==> config.mk <==
export PLATFORM = sky130hd
export DESIGN_NAME = adc_capture_sequencer
export DESIGN_NICKNAME = d
export VERILOG_FILES = /design/src/rtl/adc_capture_sequencer.sv
export SDC_FILE = /design/constraint.sdc
export NUM_CORES = 1
export LEC_CHECK = 0
export BUFFER_PORTS_ARGS = -buffer_cell sky130_fd_sc_hd__buf_2
export CAP_MARGIN = 30
export CELL_PAD_IN_SITES_DETAIL_PLACEMENT = 1
export CELL_PAD_IN_SITES_GLOBAL_PLACEMENT = 1
export CORE_AREA = 2 2 175 177
export DETAILED_ROUTE_END_ITERATION = 16
export DIE_AREA = 0 0 177 179
export GPL_TIMING_DRIVEN = 1
export PLACE_DENSITY_LB_ADDON = 0.1
export RECOVER_POWER = 100
export SLEW_MARGIN = 15
export SYNTH_ARGS = -nofsm -noshare
export SYNTH_HDL_FRONTEND = slang
export SYNTH_SLANG_ARGS = --single-unit
==> constraint.sdc <==
create_clock -name clk -period 10 [get_ports clk]
set_clock_uncertainty 0.1 [all_clocks]
set_input_delay 1 -clock clk [delete_from_list [all_inputs] [get_ports clk]]
set_output_delay 1 -clock clk [all_outputs]
set_load 0.005 [all_outputs]
==> src/rtl/adc_capture_sequencer.sv <==
// ADC acquisition sequencer: start -> holdoff -> armed (trigger search) -> capture N frames -> done.
// Frames are forwarded to the sample FIFO with one cycle of latency; written and dropped frames are counted.
module adc_capture_sequencer #(
    parameter int FRAME_W = 96,
    parameter int CNT_W   = 32,
    parameter int HOLD_W  = 16
) (
    input  logic               clk,
    input  logic               async_resetn,
    input  logic               ctrl_start,
    input  logic               ctrl_abort,
    input  logic [CNT_W-1:0]   cfg_frame_count,
    input  logic [1:0]         cfg_trig_mode,
    input  logic [2:0]         cfg_trig_channel,
    input  logic [11:0]        cfg_trig_level,
    input  logic [HOLD_W-1:0]  cfg_holdoff,
    input  logic               ext_trig,
    input  logic               frame_valid,
    input  logic [FRAME_W-1:0] frame_data,
    input  logic               fifo_full,
    output logic               fifo_wr_en,
    output logic [FRAME_W-1:0] fifo_din,
    output logic               busy,
    output logic               irq_done,
    output logic [2:0]         state,
    output logic [CNT_W-1:0]   frames_written,
    output logic [CNT_W-1:0]   frames_dropped
);

    typedef enum logic [2:0] {
        S_IDLE    = 3'd0,
        S_HOLDOFF = 3'd1,
        S_ARMED   = 3'd2,
        S_CAPTURE = 3'd3,
        S_DONE    = 3'd4
    } state_t;

    localparam logic [1:0] MODE_IMMEDIATE = 2'd0;
    localparam logic [1:0] MODE_RISING    = 2'd1;
    localparam logic [1:0] MODE_FALLING   = 2'd2;
    localparam logic [1:0] MODE_EXTERNAL  = 2'd3;

    state_t             state_q, state_d;
    logic [CNT_W-1:0]   remaining_q;
    logic [1:0]         trig_mode_q;
    logic [2:0]         trig_channel_q;
    logic [11:0]        trig_level_q;
    logic [HOLD_W-1:0]  hold_cnt_q;
    logic               prev_valid_q;
    logic [11:0]        prev_sample_q;

    logic [11:0]        cur_sample;
    logic               trigger;
    logic               last_slot;
    logic               load_cfg;
    logic               accept_frame;

    always_comb begin
        cur_sample = '0;
        for (int k = 0; k < 8; k++) begin
            if (trig_channel_q == 3'(k)) cur_sample = frame_data[12*k +: 12];
        end
    end

    // Crossing triggers need a previous sample from this arming; the first frame only primes it.
    always_comb begin
        trigger = 1'b0;
        case (trig_mode_q)
            MODE_IMMEDIATE: trigger = 1'b1;
            MODE_RISING:    trigger = prev_valid_q && (prev_sample_q < trig_level_q)
                                                   && (cur_sample >= trig_level_q);
            MODE_FALLING:   trigger = prev_valid_q && (prev_sample_q >= trig_level_q)
                                                   && (cur_sample < trig_level_q);
            MODE_EXTERNAL:  trigger = ext_trig;
            default:        trigger = 1'b0;
        endcase
    end

    // A zero remaining count means continuous capture, so it never reads as the last slot.
    assign last_slot = (remaining_q == CNT_W'(1));

    // NOTE: every signal written here gets a default first, so no path can infer a latch.
    always_comb begin
        state_d      = state_q;
        load_cfg     = 1'b0;
        accept_frame = 1'b0;
        if (ctrl_abort) begin
            state_d = S_IDLE;
        end else begin
            case (state_q)
                S_IDLE: begin
                    if (ctrl_start) begin
                        load_cfg = 1'b1;
                        state_d  = S_HOLDOFF;
                    end
                end
                S_HOLDOFF: begin
                    if (hold_cnt_q == '0) state_d = S_ARMED;
                end
                S_ARMED: begin
                    if (frame_valid && trigger) begin
                        accept_frame = 1'b1;
                        state_d      = last_slot ? S_DONE : S_CAPTURE;
                    end
                end
                S_CAPTURE: begin
                    if (frame_valid) begin
                        accept_frame = 1'b1;
                        if (last_slot) state_d = S_DONE;
                    end
                end
                S_DONE:  state_d = S_IDLE;
                default: state_d = S_IDLE;
            endcase
        end
    end

    // NOTE: sequential state is updated with non-blocking assignments only, so every
    // register samples pre-edge values regardless of statement order.
    always_ff @(posedge clk or negedge async_resetn) begin
        if (!async_resetn) state_q <= S_IDLE;
        else               state_q <= state_d;
    end

    always_ff @(posedge clk or negedge async_resetn) begin
        if (!async_resetn) begin
            remaining_q    <= '0;
            trig_mode_q    <= '0;
            trig_channel_q <= '0;
            trig_level_q   <= '0;
            hold_cnt_q     <= '0;
            prev_valid_q   <= 1'b0;
            prev_sample_q  <= '0;
            fifo_wr_en     <= 1'b0;
            fifo_din       <= '0;
            frames_written <= '0;
            frames_dropped <= '0;
        end else begin
            fifo_wr_en <= 1'b0;

            if (load_cfg) begin
                remaining_q    <= cfg_frame_count;
                trig_mode_q    <= cfg_trig_mode;
                trig_channel_q <= cfg_trig_channel;
                trig_level_q   <= cfg_trig_level;
                hold_cnt_q     <= cfg_holdoff;
                frames_written <= '0;
                frames_dropped <= '0;
            end

            if (state_q == S_HOLDOFF) begin
                prev_valid_q <= 1'b0;
                if (hold_cnt_q != '0) hold_cnt_q <= hold_cnt_q - HOLD_W'(1);
            end

            if (state_q == S_ARMED && frame_valid && !ctrl_abort) begin
                prev_sample_q <= cur_sample;
                prev_valid_q  <= 1'b1;
            end

            // A frame dropped on fifo_full still uses up one slot of the capture.
            if (accept_frame) begin
                if (remaining_q != '0) remaining_q <= remaining_q - CNT_W'(1);
                if (!fifo_full) begin
                    fifo_wr_en <= 1'b1;
                    fifo_din   <= frame_data;
                    if (frames_written != '1) frames_written <= frames_written + CNT_W'(1);
                end else if (frames_dropped != '1) begin
                    frames_dropped <= frames_dropped + CNT_W'(1);
                end
            end
        end
    end

    assign state    = state_q;
    assign busy     = (state_q == S_HOLDOFF) || (state_q == S_ARMED) || (state_q == S_CAPTURE);
    assign irq_done = (state_q == S_DONE);

endmodule

==> key figures <==
Setup path
  • Critical path origin: trig_channel_q[0]$_DFFE_PN0P_
  • Arrival @ worst endpoint: approximately 7.5 ns
  • Crit path launch type: flip-flop
  • Critical Path RT: 10.31 ns
  • Worst Setup End Kind: flip-flop
  • RR Startpoint: trig_channel_q[0]$_DFFE_PN0P_
  • WS Path Type: flip-flop to flip-flop
  • Worst-path fanout max: 34

Drt
  • Starting DRT DRC Count: about 610
  • DRC errors left: 0
  • ANT nets after route: 0
  • Via count: between 10,000 and 15,000
  • First-pass DRT Iterations: 4
  • Routed len/inst: 20.5 um
  • Vias per Instance: 5.64
  • Wirelength, routed: around 45 mm

GRT
  • Vias in the first global route: 12,568
  • GRT Total Usage: 27.8%
  • First-pass GRT wire length: approximately 70 mm
  • Largest net degree at the start of global routing: about 120
  • Gr ovfl total: 0
  • Antenna violations before repair: 10

Yosys
  • Syn. warnings: 0
  • Mapped Area: 12,700 um^2
  • Number of synthesized flops with an enable pin: 0
  • Yosys top cell by area: dfrtp_1
  • Cells after Synth: 1,437
  • Async S/R FF share, synth: 100%
  • Post-synth top area share: 47.8%
  • Top cells by area, synth: dfrtp_1 48%, nand2_1 12%, o21ai_0 3.4%
  • Average instance area after synthesis: 8.82 um^2
  • Synth unique cells: 65
  • Register area share after synthesis: 47.8%
  • Syn Nets: 1,635
  • Yosys reg bits: 242
  • Main flop type after synthesis: dfrtp_1

STA
  • Final hold violations: 0
  • Setup TNS: 0 ns
  • Max Slew Vio Count: 237
  • Setup ws final: around 2.8 ns
  • Max Freq: 139 MHz
  • Actual slew at the worst max-slew pin: 3.63 ns
  • Crit path time final: roughly 7.2 ns
  • Final setup fails: 0
  • Unrepaired setup endpoints after global routing: no
  • Slew HR: -142%
  • Tightest hold margin: 0.371 ns
  • Period utilization: 72.1%

Layout
  • Commonest cells after routing, fill and taps aside: 409 x nand2_1, 242 x dfrtp_1, 222 x buf_2, 121 x clkbuf_1, 95 x nor2_1
  • Layout cells sized above 1: 19.6%
  • Syn-to-layout area delta: 22.8%
  • Commonest non-fill, non-tap cell in the layout: nand2_1
  • Nets: 1,944
  • Design area: 15,600 um^2
  • Final Non-Filler Cells: between 2,000 and 2,500

Placement
  • Placed instance area: 14,700 um^2
  • Dpl cells: 2,111
  • Port Buffers: about 330
  • GPL Wtd Cong: 0.861
  • Worst slack, placed: approximately 4.2 ns
  • HPWL after detailed placement: about 32 mm

Die
  • Die H: 179 um
  • Core area: 30,000 um^2
  • Chip Width: between 150 and 200 um
  • Initial Utilization: 42.2%
  • Floorplan row count: 64
  • I/O Pins: approximately 330
  • DIE AREA: around 32,000 um^2

Clock network
  • Clock Latency Late Sink: 0.56 ns
  • Hold Buf Count CTS: 0
  • Clock sinks: around 240
  • # resized after CTS: 0
  • Post-CTS setup buffer count: 0
  • Reg clk slew, reported paths: 0.06 ns
  • CTS Buf Count: 29
  • TritonCTS clock tree: yes
  • CTS root buf: clkbuf_16
  • Clock Tree Buf Depth: 3
  • H-tree Lvls: 1

Hold path
  • Min-delay worst type: flip-flop to flip-flop
  • Beginning of the worst hold path: fifo_din[87]$_DFFE_PN0P_

Outcome
  • Status: finished with violations
  • Failing checks: capacitance limit, slew limit

Power and ir drop
  • Max rail drop VDD: 0.133 mV
  • Leak: about 7.3 nW
  • P per Cell Area: ~270 nW/um^2

Run
  • Max Cap Viol: 5
-- cell usage after synthesis, drive strengths merged, types with 3 or more instances --
cell type and number:
ha 30, o31ai 8, nand2 409, and3 21, a21o 5, mux4 18, a21oi 69, a211o 3
and4 7, a311oi 11, nand4 23, nor3 43, dfrtp 242, a31oi 7, a22o 3, nor2 95
nor4 17, inv 35, or3 23, o221a 15, nor2b 5, or2 5, mux2i 14, o211ai 4
and2 9, o21ai 89, xnor2 4, o21a 6, clkbuf 41, o311ai 6, a211oi 9, mux2 22
o41ai 4, nand2b 10, a221o 4, o22ai 8, nand3 54, buf 30
-- layout make-up --
cell class	instances	area (um^2)
Sequential cell	242	6060
Clock inverter	11	184
Clock buffer	42	855
Fill cell	3706	14500
Antenna cell	7	17.5
Inverter	35	133
Tap cell	396	495
Multi-Input combinational cell	1089	6200
Timing Repair Buffer	349	1630
-- report_power, final --
| part | internal (mW) | total, mW | switching (mW) |
|---|---|---|---|
| Combinational | 0.591 | 1.40 | 0.806 |
| Clock | 0.718 | 1.15 | 0.434 |
| Sequential | 1.29 | 1.59 | 0.299 |
-- state kept, by name, summed over array words and instances, names as in the netlist, 3 cells and up --
register / count
fifo_din: 96
frames_dropped: 32
frames_written: 32
hold_cnt_q: 16
prev_sample_q: 12
remaining_q: 32
state: 3
trig_channel_q: 3
trig_level_q: 12
-- metal layers --
metal	vias to the layer above	track usage, %	routed length (um)	share of wire [%]
li1	5693	-	-	-
met3	92	4.28	2520	5.6
met5	-	0	31	0.070
met1	6099	36.3	19000	43
met2	353	47.0	21400	48
met4	6	10.1	1650	3.7
-- stage by stage --
step           util [%]  power, mW
2_1_floorplan         -       2.41
3_3_place_gp       48.9       2.95
3_5_place_dp       48.9       3.03
4_1_cts            52.4       4.20
5_1_grt            51.8       4.42
6_report           51.8       4.13
-- logic make-up (layout without fill, tap and decap cells) --
logic type                 after synthesis  after routing  synth area share (%)
other                                    0              7                     0
adders and majority gates               30             30                  2.96
AOI/OAI and AO/OA                      269            269                  13.7
xor gates and xnor gates                 6              6                 0.414
DFF                                    242            242                  47.8
muxes                                   54             54                  6.26
buffers and inverters                  106            437                  3.45
and+or+nand+nor                        730            730                  25.4
-- critical path, stage by stage, from the launching register on --
cell	delay (ns)
dfrtp_1	1.44
mux4_2	0.71
mux2_2	0.31
ha_1	0.31
a21oi_1	0.17
o21ai_1	0.10
or3_1	0.42
o41a_1	0.38
a211oi_1	0.28
clkbuf_1	1.18
nand2_1	0.93
o311ai_0	0.59
o41ai_1	0.14
-- final timing paths --
check,endpoint,slack [ns],cells after the start
worst max-delay path,frames_dropped[16]$_DFF_PN0_,2.79,12
worst min-delay path,fifo_din[87]$_DFFE_PN0P_,0.37,2
worst max register to register,frames_dropped[16]$_DFF_PN0_,2.79,12
worst min register to register,fifo_din[87]$_DFFE_PN0P_,0.37,2
max in group asynchronous,trig_level_q[0]$_DFFE_PN0P_,5.30,2
min in group asynchronous,fifo_din[28]$_DFFE_PN0P_,0.43,1
No activity file was read; power rests on OpenSTA's default activity.
